### src/rtl/mux_nx_reg_rr.sv
// mux_nx_reg_rr: N-channel selector with a registered, flow-controlled output.
// A channel is chosen either by an external index (fixed mode) or by a
// round-robin scan over channels with pending data. The chosen word lands in
// a single-entry output register that can be refilled on the cycle it drains.
module mux_nx_reg_rr #(
  parameter  int WIDTH    = 4,
  parameter  int CHANNELS = 4,
  localparam int SEL_W    = $clog2(CHANNELS)
) (
  input  logic                      Clk,
  input  logic                      Rst,
  input  logic [CHANNELS*WIDTH-1:0] D,
  input  logic [CHANNELS-1:0]       InValid,
  output logic [CHANNELS-1:0]       InReady,
  input  logic                      Mode,
  input  logic [SEL_W-1:0]          Sel,
  output logic [WIDTH-1:0]          S,
  output logic                      SValid,
  output logic [SEL_W-1:0]          SChan,
  input  logic                      SReady
);

  logic             load;
  logic             xfer;
  logic [SEL_W-1:0] ptr;
  logic             hit_hi;
  logic             hit_any;
  logic [SEL_W-1:0] idx_hi;
  logic [SEL_W-1:0] idx_any;
  logic             grant_vld;
  logic [SEL_W-1:0] grant_idx;
  logic [WIDTH-1:0] grant_data;
  logic [SEL_W-1:0] ptr_nxt;

  // The output register can take a new word when empty or when it drains this cycle.
  assign load = !SValid || SReady;
  assign xfer = |(InValid & InReady);

  // Round-robin scan as two priority searches: lowest valid channel at or
  // above ptr, falling back to the lowest valid channel overall (the wrap).
  always_comb begin
    hit_hi  = 1'b0;
    hit_any = 1'b0;
    idx_hi  = '0;
    idx_any = '0;
    for (int i = CHANNELS - 1; i >= 0; i--) begin
      if (InValid[i]) begin
        hit_any = 1'b1;
        idx_any = SEL_W'(i);
        if (SEL_W'(i) >= ptr) begin
          hit_hi = 1'b1;
          idx_hi = SEL_W'(i);
        end
      end
    end
  end

  // Pick the granted channel; out-of-range Sel values match no channel.
  always_comb begin
    grant_vld = 1'b0;
    grant_idx = '0;
    if (!Mode) begin
      for (int i = 0; i < CHANNELS; i++) begin
        if (Sel == SEL_W'(i)) begin
          grant_vld = 1'b1;
          grant_idx = SEL_W'(i);
        end
      end
    end else if (hit_hi) begin
      grant_vld = 1'b1;
      grant_idx = idx_hi;
    end else if (hit_any) begin
      grant_vld = 1'b1;
      grant_idx = idx_any;
    end
  end

  // Route the granted channel's data and its successor index for the pointer.
  always_comb begin
    grant_data = '0;
    ptr_nxt    = '0;
    for (int i = 0; i < CHANNELS; i++) begin
      if (grant_idx == SEL_W'(i)) begin
        grant_data = D[i*WIDTH +: WIDTH];
        ptr_nxt    = (i == CHANNELS - 1) ? '0 : SEL_W'(i + 1);
      end
    end
  end

  // Only the granted channel sees ready, and only when the output can load.
  always_comb begin
    InReady = '0;
    if (grant_vld && load) begin
      InReady[grant_idx] = 1'b1;
    end
  end

  // Output register and round-robin pointer; a refill on a drain cycle keeps SValid high.
  always_ff @(posedge Clk or posedge Rst) begin
    if (Rst) begin
      S      <= '0;
      SValid <= 1'b0;
      SChan  <= '0;
      ptr    <= '0;
    end else begin
      if (xfer) begin
        S      <= grant_data;
        SChan  <= grant_idx;
        SValid <= 1'b1;
        if (Mode) begin
          ptr <= ptr_nxt;
        end
      end else if (SValid && SReady) begin
        SValid <= 1'b0;
      end
    end
  end

endmodule

### config.mk
export PLATFORM = sky130hd
export DESIGN_NAME = mux_nx_reg_rr
export DESIGN_NICKNAME = d
export VERILOG_FILES = /design/src/rtl/mux_nx_reg_rr.sv
export SDC_FILE = /design/constraint.sdc
export NUM_CORES = 1
export LEC_CHECK = 0
export ABC_AREA = 1
export CORE_MARGIN = 5
export CORE_UTILIZATION = 35
export CTS_BUF_LIST = sky130_fd_sc_hd__clkbuf_8 sky130_fd_sc_hd__clkbuf_16
export DETAILED_ROUTE_END_ITERATION = 7
export GPL_ROUTABILITY_DRIVEN = 0
export PLACE_DENSITY_LB_ADDON = 0.15
export SYNTH_ARGS = -nofsm -noshare
export SYNTH_HDL_FRONTEND = slang
export SYNTH_SLANG_ARGS = --single-unit
### constraint.sdc
create_clock -name Clk -period 2.3 [get_ports Clk]
set_input_delay 0.69 -clock Clk [delete_from_list [all_inputs] [get_ports Clk]]
set_output_delay 0.69 -clock Clk [all_outputs]
set_load 0.005 [all_outputs]
==> run metrics, run 1 <==
status=finished with violations; failing checks=negative setup slack; TNS Setup=-0.859 ns; total number of vias=922; antenna cells=0; library cells used by synthesis=18; Post-CTS Hold Buffers=0; Final Hold Viols=0; most common library cells after synthesis=nand2_1 (44), inv_1 (13), o21ai_0 (11), dfrtp_1 (9), nor2_1 (9); largest net degree at the start of global routing=10; dpl cell area=1240 um^2; drt pass-1 iters=4; GR peak layer=met2; crit path DAT=about 1.9 ns; Yosys top cell area share=30.7%; initial antenna violation count=0; HP Class=reg -> reg; grt met2 use=28.5%; Num CTS Buffers=3; Synth Instances=115; Synth area leader=dfrtp_1; CTS tree=yes; wirelength, routed=2260 um; Worst Slack Setup Final=-0.263 ns; CTS clk-pin slew, worst paths=0.04 ns; CTS H-tree depth=1; die area=3110 um^2; final core utilization=a little over two thirds; PortBufs=36; clk sinks=9; Routed Antenna Nets=0; RSZ-0062 raised after global routing=true; vias in the first global route=970; pwr/cell area=809 nW/um^2; most numerous cell in the Yosys netlist=nand2_1; Slew headroom=slightly below 80%; row cnt=16; count of pins over their slew limit=0; Max Cap Viol=0; synth-to-layout area growth=88.9%; syn_nets=145; Initial Utilization=37.0%; # setup viols final=4; Synth area leaders=dfrtp_1 (31%), nand2_1 (23%), o21ai_0 (7.5%); critical-path maximum fanout=3; CTS Buffer Depth=2; num ports=37; Worst Max-Slew Pin Slew=0.319 ns; Final Critical Period=2.56 ns; initial DRC count=13; Crit Path Category=in -> out; mapped cell area=733 um^2; FF+latch count, synth=9; Post-synth ARST share=100%; DP HPWL=approximately 1800 um; VDD IR max=0.400 mV; clk_lat worst skew=0.23 ns; Critical Path Start Type=input port; static leakage=0.669 nW; grt total ovfl=0; Worst setup EP type=primary output; global-route met1 utilization=16.7%; met3 Usage GRT=between 2 and 3%; synth warn=0; Core Footprint=1980 um^2; fmax=390 MHz; pre-CTS setup slack=-1.05 ns; drt via density=4.61; GRT Overall Usage=15.7%; Clock Root Buffer=clkbuf_8; layout cells sized above 1=35.8%; global-route wire length before repair=3930 um; die width=55.8 um; flop-to-flop setup slack=between 0.2 and 0.3 ns; DRC viols=0; Final #Nets=204; Critical Path RT=approximately 1.6 ns; Die Ht=55.8 um; WL per Instance=11.3 um; sequential share of the synthesized area=30.7%; final worst-path cycle share=111%; post-synthesis area per instance=6.38 um^2; Design Area, Final=1390 um^2; number of synthesized flops with an enable pin=0; prevailing post-synth register cell=dfrtp_1; clk_skew=0.00347 ns
-- stage by stage --
step,power (mW),hold WS [ns],std cells
floorplan,0.556,0.463,115
global placement,0.842,0.463,193
detailed placement,0.859,0.467,193
CTS,1.09,0.478,201
global route,1.22,0.496,200
finish,1.12,0.474,200
-- flip-flops by register name (all words and copies together) (netlist names) --
signal,cells
SValid,1
ptr,2
SChan,2
S,4
-- metal layers --
| metal | vias up | wire length [um] |
|---|---|---|
| met4 | 0 | 56 |
| met2 | 28 | 1130 |
| met3 | 5 | 104 |
| li1 | 485 | - |
| met1 | 404 | 969 |
| met5 | - | 0 |
-- cells in the final DEF, fill, tap and decap left out, drive strengths merged --
| cell | n |
|---|---|
| clkdlybuf4s15 | 1 |
| a31oi | 1 |
| inv | 15 |
| nand2 | 47 |
| buf | 27 |
| clkbuf | 3 |
| nor3 | 1 |
| nand4 | 4 |
| nor2 | 11 |
| dfrtp | 9 |
| a21oi | 4 |
| ha | 4 |
| clkdlybuf4s50 | 27 |
| nand3 | 7 |
| o21ai | 12 |
-- worst max-delay path, stage by stage --
cell and delay (ns):
buf_6 0.10, inv_4 0.05, nor2_4 0.03, nand2_2 0.08, nand2_2 0.06, a31oi_2 0.15, nand2_2 0.10, nand2_4 0.12
buf_6 0.12, ha_4 0.13, inv_2 0.03, nor2_2 0.10, buf_2 0.12
-- cells by family (layout without fill, tap and decap cells) --
family,after synthesis,count (layout),synth area share (%)
compound gates,17,17,11.8
buf+inv,15,73,9.04
fa+ha+maj,4,4,6.83
simple gates,70,70,41.6
flops,9,9,30.7
-- path summary, 6_finish.rpt --
kind | start | endpoint | depth (start not counted)
worst max-delay path | InValid[0] | InReady[3] | 13
worst min-delay path | SChan[0] | SChan[0] | 2
worst max register to register | ptr[0] | SChan[1] | 15
worst min register to register | SChan[0] | SChan[0] | 2
max in group asynchronous | Rst | ptr[0] | 2
min in group asynchronous | Rst | S[1] | 2
-- where the power goes --
group / internal (mW) / leakage [nW] / switching, mW / total (mW)
logic: 0.343 / 0.530 / 0.322 / 0.665
registers: 0.231 / 0.112 / 0.0518 / 0.282
clock network: 0.116 / 0.0269 / 0.0572 / 0.173
-- timing repair --
item / CTS / global route
buffers inserted: 4 / 0
resized for setup: 52 / 17
hold endpoints to repair: 0 / 0
setup endpoints to repair: 13 / 13
pin swaps: 12 / 20
-- layout make-up --
cell class / count / area [um^2]
Fill cell: 154 / 597
Multi-Input combinational cell: 91 / 547
Timing Repair Buffer: 55 / 477
Sequential cell: 9 / 225
Inverter: 14 / 57.6
Clock buffer: 3 / 41.3
Tap cell: 27 / 33.8
Clock inverter: 1 / 3.75
Note: power is estimated with default switching activity, not from simulation.
==> inputs of run 2 (changes only) <==
SETUP_SLACK_MARGIN = 0.2   (was default)
==> run 2 against run 1 <==
Net effect:
- the flow still finishes with violations (negative setup slack)
- global-route usage is 6.0 points higher
- sequential cell count stayed put
- register-to-register slack worse by 0.29 ns
- critical endpoint unchanged
- hold slack worse by 0.014 ns
- maximum frequency is 0.59% higher
- clock-buffer cell count stayed put
- combinational power is 29% higher
- routed wire length is 45% higher
- core utilization is 11 points higher
==> run metrics, run 2 (same netlist as run 1, synthesis figures left out) <==
layout cells sized above 1=48.4% (was 35.8%); GRT Overall Usage=21.7% (was 15.7%); critical-path maximum fanout=3 (unchanged); Critical Path Start Type=input port (unchanged); Final #Nets=221 (was 204); Power Internal=0.794 mW (was 0.689 mW); status=finished with violations (unchanged); drt via density=4.91 (was 4.61); initial DRC count=40 (was 13); final worst-path cycle share=111% (about the same); global-route wire length before repair=5300 um (was 3930 um); most frequent cells in the layout=nand2_1 (37), clkdlybuf4s50_1 (26), buf_4 (23), buf_6 (13) (was nand2_1 (37), clkdlybuf4s50_1 (27), buf_4 (17), dfrtp_1 (9)); HP Class=reg -> reg (unchanged); TNS Setup=-1.20 ns (was -0.859 ns); failing checks=negative setup slack (unchanged); combinational power share=65.0% (was 59.4%); CTS H-tree depth=1 (unchanged); Clk pwr share=13.6% (was 15.4%); static leakage=0.782 nW (was 0.669 nW); CTS tree=yes (unchanged); Core Footprint=1980 um^2 (unchanged); worst path cell trace=buf_8 > inv_8 > nor2_4 > nand2_2 > nand2_2 > nor2_2 > o21ai_2 > nand2_2 > buf_6 > buf_6 > ha_4 > inv_2 > nor2_2 > buf_2 (was buf_6 > inv_4 > nor2_4 > nand2_2 > nand2_2 > a31oi_2 > nand2_2 > nand2_4 > buf_6 > ha_4 > inv_2 > nor2_2 > buf_2); Worst Max-Slew Pin Slew=0.325 ns (was 0.319 ns); synth-to-layout area growth=119% (was 88.9%); Critical Path RT=1.61 ns (about the same); clk_lat worst skew=0.24 ns (was 0.23 ns); CTS Buffer Depth=2 (unchanged); # setup viols final=9 (was 4); Reg with most FFs=S (unchanged); vias in the first global route=1,146 (was 970); Max Cap Viol=0 (unchanged); pwr/cell area=824 nW/um^2 (was 809 nW/um^2); max reg flops=4 (unchanged); sequential cell fraction of total power=21.4% (was 25.2%); Final Hold Viols=0 (unchanged); slowest stage delay, CP=0.14 ns (was 0.15 ns); Most Frequent Cell on Critical Path=nand2_2 (unchanged); switch share=40.0% (was 38.5%); grt total ovfl=0 (unchanged); WL per Instance=15.1 um (was 11.3 um); RSZ-0062 raised after global routing=true (unchanged); Switch Pwr=0.529 mW (was 0.431 mW); drt pass-1 iters=4 (unchanged); final instance count without filler cells=217 (was 200); VDD IR max=0.487 mV (was 0.400 mV); Final Critical Period=2.55 ns (was 2.56 ns); Initial Utilization=37.0% (unchanged); initial antenna violation count=0 (unchanged); Slew headroom=78.3% (was 78.7%); CTS clk-pin slew, worst paths=0.04 ns (about the same); PortBufs=36 (unchanged); crit path DAT=1.86 ns (was 1.87 ns); largest net degree at the start of global routing=10 (unchanged); row cnt=16 (unchanged); Routed Antenna Nets=0 (unchanged); flop-to-flop setup slack=-0.02 ns (was 0.27 ns); Num CTS Buffers=3 (unchanged); clk sinks=9 (unchanged); Die Ht=55.8 um (unchanged); die width=55.8 um (unchanged); Worst Slack Setup Final=-0.248 ns (was -0.263 ns); largest registers=S x4, SChan x2, ptr x2 (unchanged); DP HPWL=1890 um (was 1810 um); wirelength, routed=3270 um (was 2260 um); Crit-path slowest cell=ha_4 (was a31oi_2); count of pins over their slew limit=0 (unchanged); total number of vias=1,066 (was 922); most common cell after layout, fill and taps aside=nand2_1 (unchanged); clk_skew=0.00164 ns (was 0.00347 ns); num ports=37 (unchanged); Worst setup EP type=primary output (unchanged); Crit Path Category=in -> out (unchanged); antenna cells=0 (unchanged); placed cell count=196 (was 193); DRC viols=0 (unchanged); die area=3110 um^2 (unchanged); Clock Root Buffer=clkbuf_8 (unchanged); fmax=393 MHz (was 390 MHz)
[run 2: worst max-delay path, delay by kind of cell]
| family | cells | cell delay (ns) |
|---|---|---|
| adder cells (fa/ha/maj) | 1 | 0.14 |
| buffers and inverters | 6 | 0.52 |
| AO/OA/AOI/OAI | 1 | 0.06 |
| AND/OR/NAND/NOR | 6 | 0.45 |
[run 2: repair_timing]
item | in CTS | in global routing
resized for setup | 83 | 10
hold buffers | 0 | 0
pin swaps | 36 | 12
endpoints found under the setup margin | 13 | 13
setup buffers | 15 | 2
gates cloned | 0 | 0
endpoints found under the hold margin | 0 | 0
[run 2: power by group through the flow]
stage	Sequential (mW)	Clock, mW	Combinational, mW
floorplan	0.273	0	0.316
global placement	0.273	0	0.606
detailed placement	0.276	0	0.621
CTS	0.279	0.181	0.775
global route	0.295	0.187	0.934
finish	0.283	0.180	0.860
[run 2: final timing paths]
| kind | from | to | cells after the start |
|---|---|---|---|
| worst max-delay path | InValid[0] | InReady[3] | 14 |
| worst min-delay path | SChan[0] | SChan[0] | 2 |
| worst min register to register | SChan[0] | SChan[0] | 2 |
| min in group asynchronous | Rst | S[2] | 2 |
| worst max register to register | ptr[0] | S[0] | 19 |
| max in group asynchronous | Rst | ptr[0] | 2 |
[run 2: metal layers]
metal | vias up | global-route usage (%) | routed length [um]
li1 | 518 | - | -
met1 | 505 | 22.9 | 1250
met2 | 34 | 41.0 | 1810
met3 | 9 | 1.86 | 110
met4 | 0 | 12.8 | 102
met5 | - | 0 | 0
[run 2: final cells by class]
class | count | area (um^2)
Tap cell | 27 | 33.8
Clock inverter | 1 | 3.75
Timing Repair Buffer | 72 | 653
Fill cell | 133 | 375
Sequential cell | 9 | 226
Multi-Input combinational cell | 91 | 586
Inverter | 14 | 62.6
Clock buffer | 3 | 41.3
[run 2: stage by stage]
stage	power [mW]	util [%]	hold WS (ns)	setup slack (ns)	area, um^2
5_1_grt	1.42	81.1	0.496	-0.299	1610
3_5_place_dp	0.897	66.3	0.465	-1.12	1310
3_3_place_gp	0.879	66.3	0.463	-1.06	1310
6_report	1.32	81.1	0.461	-0.248	1610
4_1_cts	1.23	78.9	0.477	-0.217	1560
2_1_floorplan	0.589	-	0.463	-0.000815	791
